--- src/rtl/rom_stream_reader_pkg.sv ---
// rtl/rom_stream_reader_pkg.sv - shared FSM encodings and FIFO sizing
package rom_stream_reader_pkg;

  typedef enum logic [1:0] {
    ST_IDLE = 2'd0,
    ST_RUN  = 2'd1,
    ST_DONE = 2'd2
  } state_t;

  localparam int FIFO_DEPTH = 2;

endpackage

--- src/rtl/rom_stream_reader_fifo.sv ---
// rtl/rom_stream_reader_fifo.sv - 2-entry synchronous FIFO with registered head
module stream_fifo2
  import rom_stream_reader_pkg::*;
#(
  parameter int DATA_WIDTH = 8
) (
  input  logic                  i_clk,
  input  logic                  i_rst_n,
  input  logic                  i_push,
  input  logic [DATA_WIDTH-1:0] i_push_data,
  input  logic                  i_pop,
  output logic [DATA_WIDTH-1:0] o_head,
  output logic                  o_valid,
  output logic [1:0]            o_count
);

  localparam logic [1:0] FULL = 2'(FIFO_DEPTH);

  logic [DATA_WIDTH-1:0] tail;

  assign o_valid = (o_count != 2'd0);

  // Head is always a register so the consumer never sees a mux from i_pop.
  always_ff @(posedge i_clk or negedge i_rst_n) begin
    if (!i_rst_n) begin
      o_head  <= '0;
      tail    <= '0;
      o_count <= 2'd0;
    end else begin
      case ({i_push, i_pop})
        2'b10: begin
          if (o_count == 2'd0) o_head <= i_push_data;
          else                 tail   <= i_push_data;
          o_count <= o_count + 2'd1;
        end
        2'b01: begin
          o_head  <= tail;
          o_count <= o_count - 2'd1;
        end
        2'b11: begin
          if (o_count == FULL) begin
            o_head <= tail;
            tail   <= i_push_data;
          end else begin
            o_head <= i_push_data;
          end
        end
        default: ;
      endcase
    end
  end

endmodule

--- src/rtl/rom_stream_reader.sv ---
// rtl/rom_stream_reader.sv - walks a ROM address range and streams the words out
module rom_stream_reader
  import rom_stream_reader_pkg::*;
#(
  parameter int ADDR_WIDTH = 8,
  parameter int DATA_WIDTH = 8,
  parameter int LEN_WIDTH  = ADDR_WIDTH + 1
) (
  input  logic                  i_clk,
  input  logic                  i_rst_n,
  input  logic                  i_start,
  input  logic [ADDR_WIDTH-1:0] i_start_addr,
  input  logic [LEN_WIDTH-1:0]  i_length,
  output logic                  o_busy,
  output logic                  o_done,
  output logic [ADDR_WIDTH-1:0] o_rom_addr,
  input  logic [DATA_WIDTH-1:0] i_rom_data,
  output logic [DATA_WIDTH-1:0] o_data,
  output logic                  o_valid,
  output logic                  o_last,
  input  logic                  i_ready
);

  localparam logic [ADDR_WIDTH-1:0] ADDR_ONE = {{(ADDR_WIDTH-1){1'b0}}, 1'b1};
  localparam logic [LEN_WIDTH-1:0]  LEN_ONE  = {{(LEN_WIDTH-1){1'b0}}, 1'b1};

  state_t                state, state_nxt;
  logic [LEN_WIDTH-1:0]  issue_rem;
  logic [LEN_WIDTH-1:0]  beat_rem;
  logic                  inflight;
  logic [1:0]            fifo_count;
  logic                  pop;
  logic                  issue;
  logic                  load;

  assign pop   = o_valid & i_ready;
  assign load  = (state == ST_IDLE) && i_start && (i_length != '0);
  // A pop this cycle frees a slot, so issuing keeps 1 word/cycle under full flow.
  assign issue = (state == ST_RUN) && (issue_rem != '0) &&
                 ((({1'b0, fifo_count} + {2'b00, inflight}) < 3'd2) || pop);
  assign o_last = o_valid && (beat_rem == LEN_ONE);

  stream_fifo2 #(.DATA_WIDTH(DATA_WIDTH)) u_fifo (
    .i_clk       (i_clk),
    .i_rst_n     (i_rst_n),
    .i_push      (inflight),
    .i_push_data (i_rom_data),
    .i_pop       (pop),
    .o_head      (o_data),
    .o_valid     (o_valid),
    .o_count     (fifo_count)
  );

  always_comb begin
    state_nxt = state;
    o_busy    = (state != ST_IDLE);
    o_done    = (state == ST_DONE);
    case (state)
      ST_IDLE: begin
        if (i_start) state_nxt = (i_length != '0) ? ST_RUN : ST_DONE;
      end
      ST_RUN: begin
        if (pop && o_last) state_nxt = ST_DONE;
      end
      ST_DONE: state_nxt = ST_IDLE;
      default: state_nxt = ST_IDLE;
    endcase
  end

  always_ff @(posedge i_clk or negedge i_rst_n) begin
    if (!i_rst_n) begin
      state      <= ST_IDLE;
      o_rom_addr <= '0;
      issue_rem  <= '0;
      beat_rem   <= '0;
      inflight   <= 1'b0;
    end else begin
      state    <= state_nxt;
      inflight <= issue;
      if (load) begin
        o_rom_addr <= i_start_addr;
        issue_rem  <= i_length;
        beat_rem   <= i_length;
      end else begin
        if (issue) begin
          o_rom_addr <= o_rom_addr + ADDR_ONE;
          issue_rem  <= issue_rem - LEN_ONE;
        end
        if (pop) beat_rem <= beat_rem - LEN_ONE;
      end
    end
  end

endmodule

--- config.mk ---
export PLATFORM = sky130hd
export DESIGN_NAME = rom_stream_reader
export DESIGN_NICKNAME = d
export VERILOG_FILES = /design/src/rtl/rom_stream_reader_pkg.sv /design/src/rtl/rom_stream_reader_fifo.sv /design/src/rtl/rom_stream_reader.sv
export SDC_FILE = /design/constraint.sdc
export NUM_CORES = 1
export LEC_CHECK = 0
export ABC_AREA = 1
export BUFFER_PORTS_ARGS = -buffer_cell sky130_fd_sc_hd__buf_2
export CORE_ASPECT_RATIO = 0.5
export CORE_UTILIZATION = 55
export DETAILED_ROUTE_END_ITERATION = 12
export PLACE_DENSITY = 0.8
export SLEW_MARGIN = 20
export SYNTH_ARGS = -nofsm -noshare
export SYNTH_HDL_FRONTEND = slang
export SYNTH_SLANG_ARGS = --single-unit
--- constraint.sdc ---
create_clock -name i_clk -period 3.5 [get_ports i_clk]
set_clock_uncertainty 0.15 [all_clocks]
set_input_delay 0.35 -clock i_clk [delete_from_list [all_inputs] [get_ports i_clk]]
set_output_delay 0.35 -clock i_clk [all_outputs]
set_load 0.01 [all_outputs]
==> summary.md <==
| Metric | Value |
|---|---|
| Status | completed |
| # setup viols final | 0 |
| Iteration-0 DRC count of the detailed router | 71 |
| Post_cts resized | 0 |
| Worst reg-to-reg path cell count | 10 |
| CTS root buffer | clkbuf_8 |
| ANT nets after route | 0 |
| Hold Vio Cnt, Final | 0 |
| CP endpoint kind | flip-flop |
| CTS H-Tree Depth | 2 |
| Die area | 5520 µm² |
| Tcrit/Tclk final | 76.1% |
| Min-Delay Startpoint | i_rom_data[1] |
| Global-route wire length before repair | 10100 µm |
| Post-synthesis cell type count | 27 |
| Post-synth EDFFs | 0 |
| Syn_nets | 437 |
| Total negative slack | 0 ns |
| Placed cell area | 3150 µm² |
| Starting Density | 57.6% |
| Register area share after synthesis | 41.0% |
| Syn Inst Count | 401 |
| Flop-to-flop setup slack | 0.84 ns |
| Ys async rst share | 100% |
| Core box area | 4980 µm² |
| Vias | 2653 |
| P per Cell Area | 896 nW/µm² |
| Post-CTS Setup Bufs | 0 |
| Post-Syn Area | 2870 µm² |
| Clock Pin Slew Worst Setup and Hold Paths | 0.08 ns |
| Hold path endpoint | u_fifo.tail[1] |
| Detailed Route WL | 6010 µm |
| Unrepaired setup endpoints after global routing | false |
| Crit path arrival time | 2.68 ns |
| Largest fanout on the critical path | 12 |
| Critical path class | flip-flop to flip-flop |
| Iteration count of the initial detailed-routing pass | 4 |
| Mapped Avg Cell Area | 7.15 µm² |
| # hold bufs at CTS | 0 |
| MaxCap Viol Count | 0 |
| Grt total ovfl | 0 |
| Min-delay worst type | input pin to flip-flop |
| Reg-to-Reg Start | u_fifo.o_count[0] |
| Number of global-route vias before repair | 2320 |
| IO Count | 49 |
| Fillers | 460 |
| Flop and latch count out of synthesis | 47 |
| Die W | 104 µm |
| CP Buf/Inv Count | 3 |
| Max incr delay on CP | 0.58 ns |
| Port Buffers | 48 |
| Top FF cell, synth | dfrtp_1 |
| Layout cells sized above 1 | 15.6% |
| Max Slew Vio Count | 0 |
| WL per Instance | 11.6 µm |
| P&R area growth vs syn | 14.3% |
| Top delay family on crit path | compound AO/OA/AOI/OAI gates |
| Multi-input gate area | 1430 µm² |
| Largest net degree at the start of global routing | 48 |
| Number of synthesis warnings | 0 |
| Skew-Pair Late Insertion Delay | 0.30 ns |
| Dpl cells | 511 |
| Vias per cell | 5.10 |
| Finished Cell Area | 3280 µm² |
| Peak VDD IR | 0.462 mV |
| Crit Reg-Reg Endpoint | u_fifo.o_head[4] |
| Pleak | 0.00176 µW |
| TritonCTS clock tree | done |
| Hold path cells | 3 |
| Worst slew pin tran | 0.784 ns |
| DPL Wire Length | 4380 µm |
| Final cell count without fillers | 520 |
| Clock tree buffer depth | 2 |
| Nets@finish | 485 |
| DR DRC count | 0 |
| Clock Sinks | 47 |
| CTS Buf Count | 5 |
| Max Clock Freq | 375 MHz |
| Ant. Diodes | 0 |
| Placer Congestion | 0.827 |
| Worst path required time | 3.52 ns |
| CP max stage cell | o21ai_0 |
| Total track usage | 23.7% |
| Die height | 53.1 µm |
| FF/Latch Area | 1180 µm² |
| Initial antenna violation count | 0 |
| Headroom to the max-slew limit | 47.6% |
| CP startpoint kind | flip-flop |
| CP cell instances | nor2_1 > inv_2 > nand2_1 > inv_2 > ha_1 > inv_1 > o21ai_0 > o21ai_0 > nand2_1 > o21ai_0 |
| # rows | 18 |
| Most Frequent Cell on Critical Path | o21ai_0 |
| Crit path time final | 2.66 ns |
## Yosys cell counts (2+ instances only)
library cell	number	area, µm²
inv_1	53	199
nand3_1	71	355
o21ai_0	24	120
buf_4	3	22.5
o21bai_1	2	15.0
a21oi_1	9	45.0
nand3b_1	7	52.6
xnor2_1	2	17.5
ha_1	7	87.6
nand2_2	2	12.5
inv_2	3	11.3
nor2_1	43	161
nand2_1	103	387
buf_2	5	25.0
nand2_4	3	33.8
dfrtp_1	47	1180
xor2_1	7	61.3
## power by group
group / total, µW / switching [µW] / internal [µW]
Sequential: 1030 / 216 / 813
Clock: 415 / 184 / 231
Combinational: 1490 / 934 / 557
Total: 2940 / 1330 / 1600
## cell families after synthesis
family,Yosys count,synth area share [%]
AO/OA/AOI/OAI,39,7.72
XOR/XNOR,9,2.75
adder cells (fa/ha/maj),7,3.05
buffers and inverters,65,9.29
flip-flops,47,41.0
AND/OR/NAND/NOR,234,36.2
## cells in the final DEF, fill, tap and decap left out, types with 2 or more instances in the layout
cell | synthesis | final
xor2_1 | 7 | 7
o21bai_1 | 2 | 2
dfrtp_1 | 47 | 47
nor2_1 | 43 | 43
inv_2 | 3 | 3
inv_1 | 53 | 53
nand3_1 | 71 | 71
nand2_4 | 3 | 3
clkbuf_8 | 0 | 6
buf_2 | 5 | 47
nand2_1 | 103 | 103
ha_1 | 7 | 7
xnor2_1 | 2 | 2
a21oi_1 | 9 | 9
nand3b_1 | 7 | 7
o21ai_0 | 24 | 24
nand2_2 | 2 | 2
## worst min-delay path: cells and delay by family
family,cells,cell delay [ns]
buf+inv,2,0.16
compound gates,1,0.06
## flip-flops by register name (all words and copies together), names as in the netlist
| signal | cells |
|---|---|
| beat_rem | 9 |
| issue_rem | 9 |
| o_rom_addr | 8 |
| u_fifo.o_head | 8 |
| u_fifo.tail | 8 |
| state | 2 |
| u_fifo.o_count | 2 |
| inflight | 1 |
## layer usage
| metal | share of wire [%] | routed length [µm] | vias to the layer above | GRT usage, % |
|---|---|---|---|---|
| met5 | 0 | 0 | - | 0 |
| met1 | 50 | 3010 | 1219 | 30.1 |
| met3 | 4.1 | 248 | 5 | 5.30 |
| li1 | - | - | 1373 | - |
| met4 | 0.55 | 33 | 0 | 5.95 |
| met2 | 45 | 2710 | 56 | 41.9 |
## stage by stage
stage | hold WS (ns) | total power [µW] | util, % | setup slack [ns]
after floorplan | -0.0956 | 2160 | - | 1.54
after detailed placement | 0.359 | 2530 | 63.2 | 0.864
after CTS | 0.107 | 2950 | 65.6 | 0.856
after global routing | 0.137 | 3240 | 65.9 | 0.417
final | 0.147 | 2940 | 65.9 | 0.836
after global placement | 0.351 | 2490 | 63.2 | 0.943
## final cells by class
class	count	area share [%]
clock inverter	2	1.07
timing repair buffer	49	7.71
sequential	47	35.9
clock buffer	6	2.52
tap	70	2.67
multi-input combinational	289	43.5
inverter	57	6.68
## worst max path at each step
stage	from	endpoint	depth (start not counted)	slack, ns
3_3_place_gp	u_fifo.o_count[0]	u_fifo.o_head[2]	10	0.94
3_5_place_dp	u_fifo.o_count[0]	u_fifo.o_head[4]	9	0.86
4_1_cts	u_fifo.o_count[0]	u_fifo.o_head[4]	9	0.86
2_1_floorplan	u_fifo.o_count[0]	u_fifo.o_head[0]	10	1.54
6_report	u_fifo.o_count[0]	u_fifo.o_head[4]	10	0.84
5_1_grt	u_fifo.o_count[0]	u_fifo.o_head[6]	10	0.42
(Power assumes the default switching activity.)
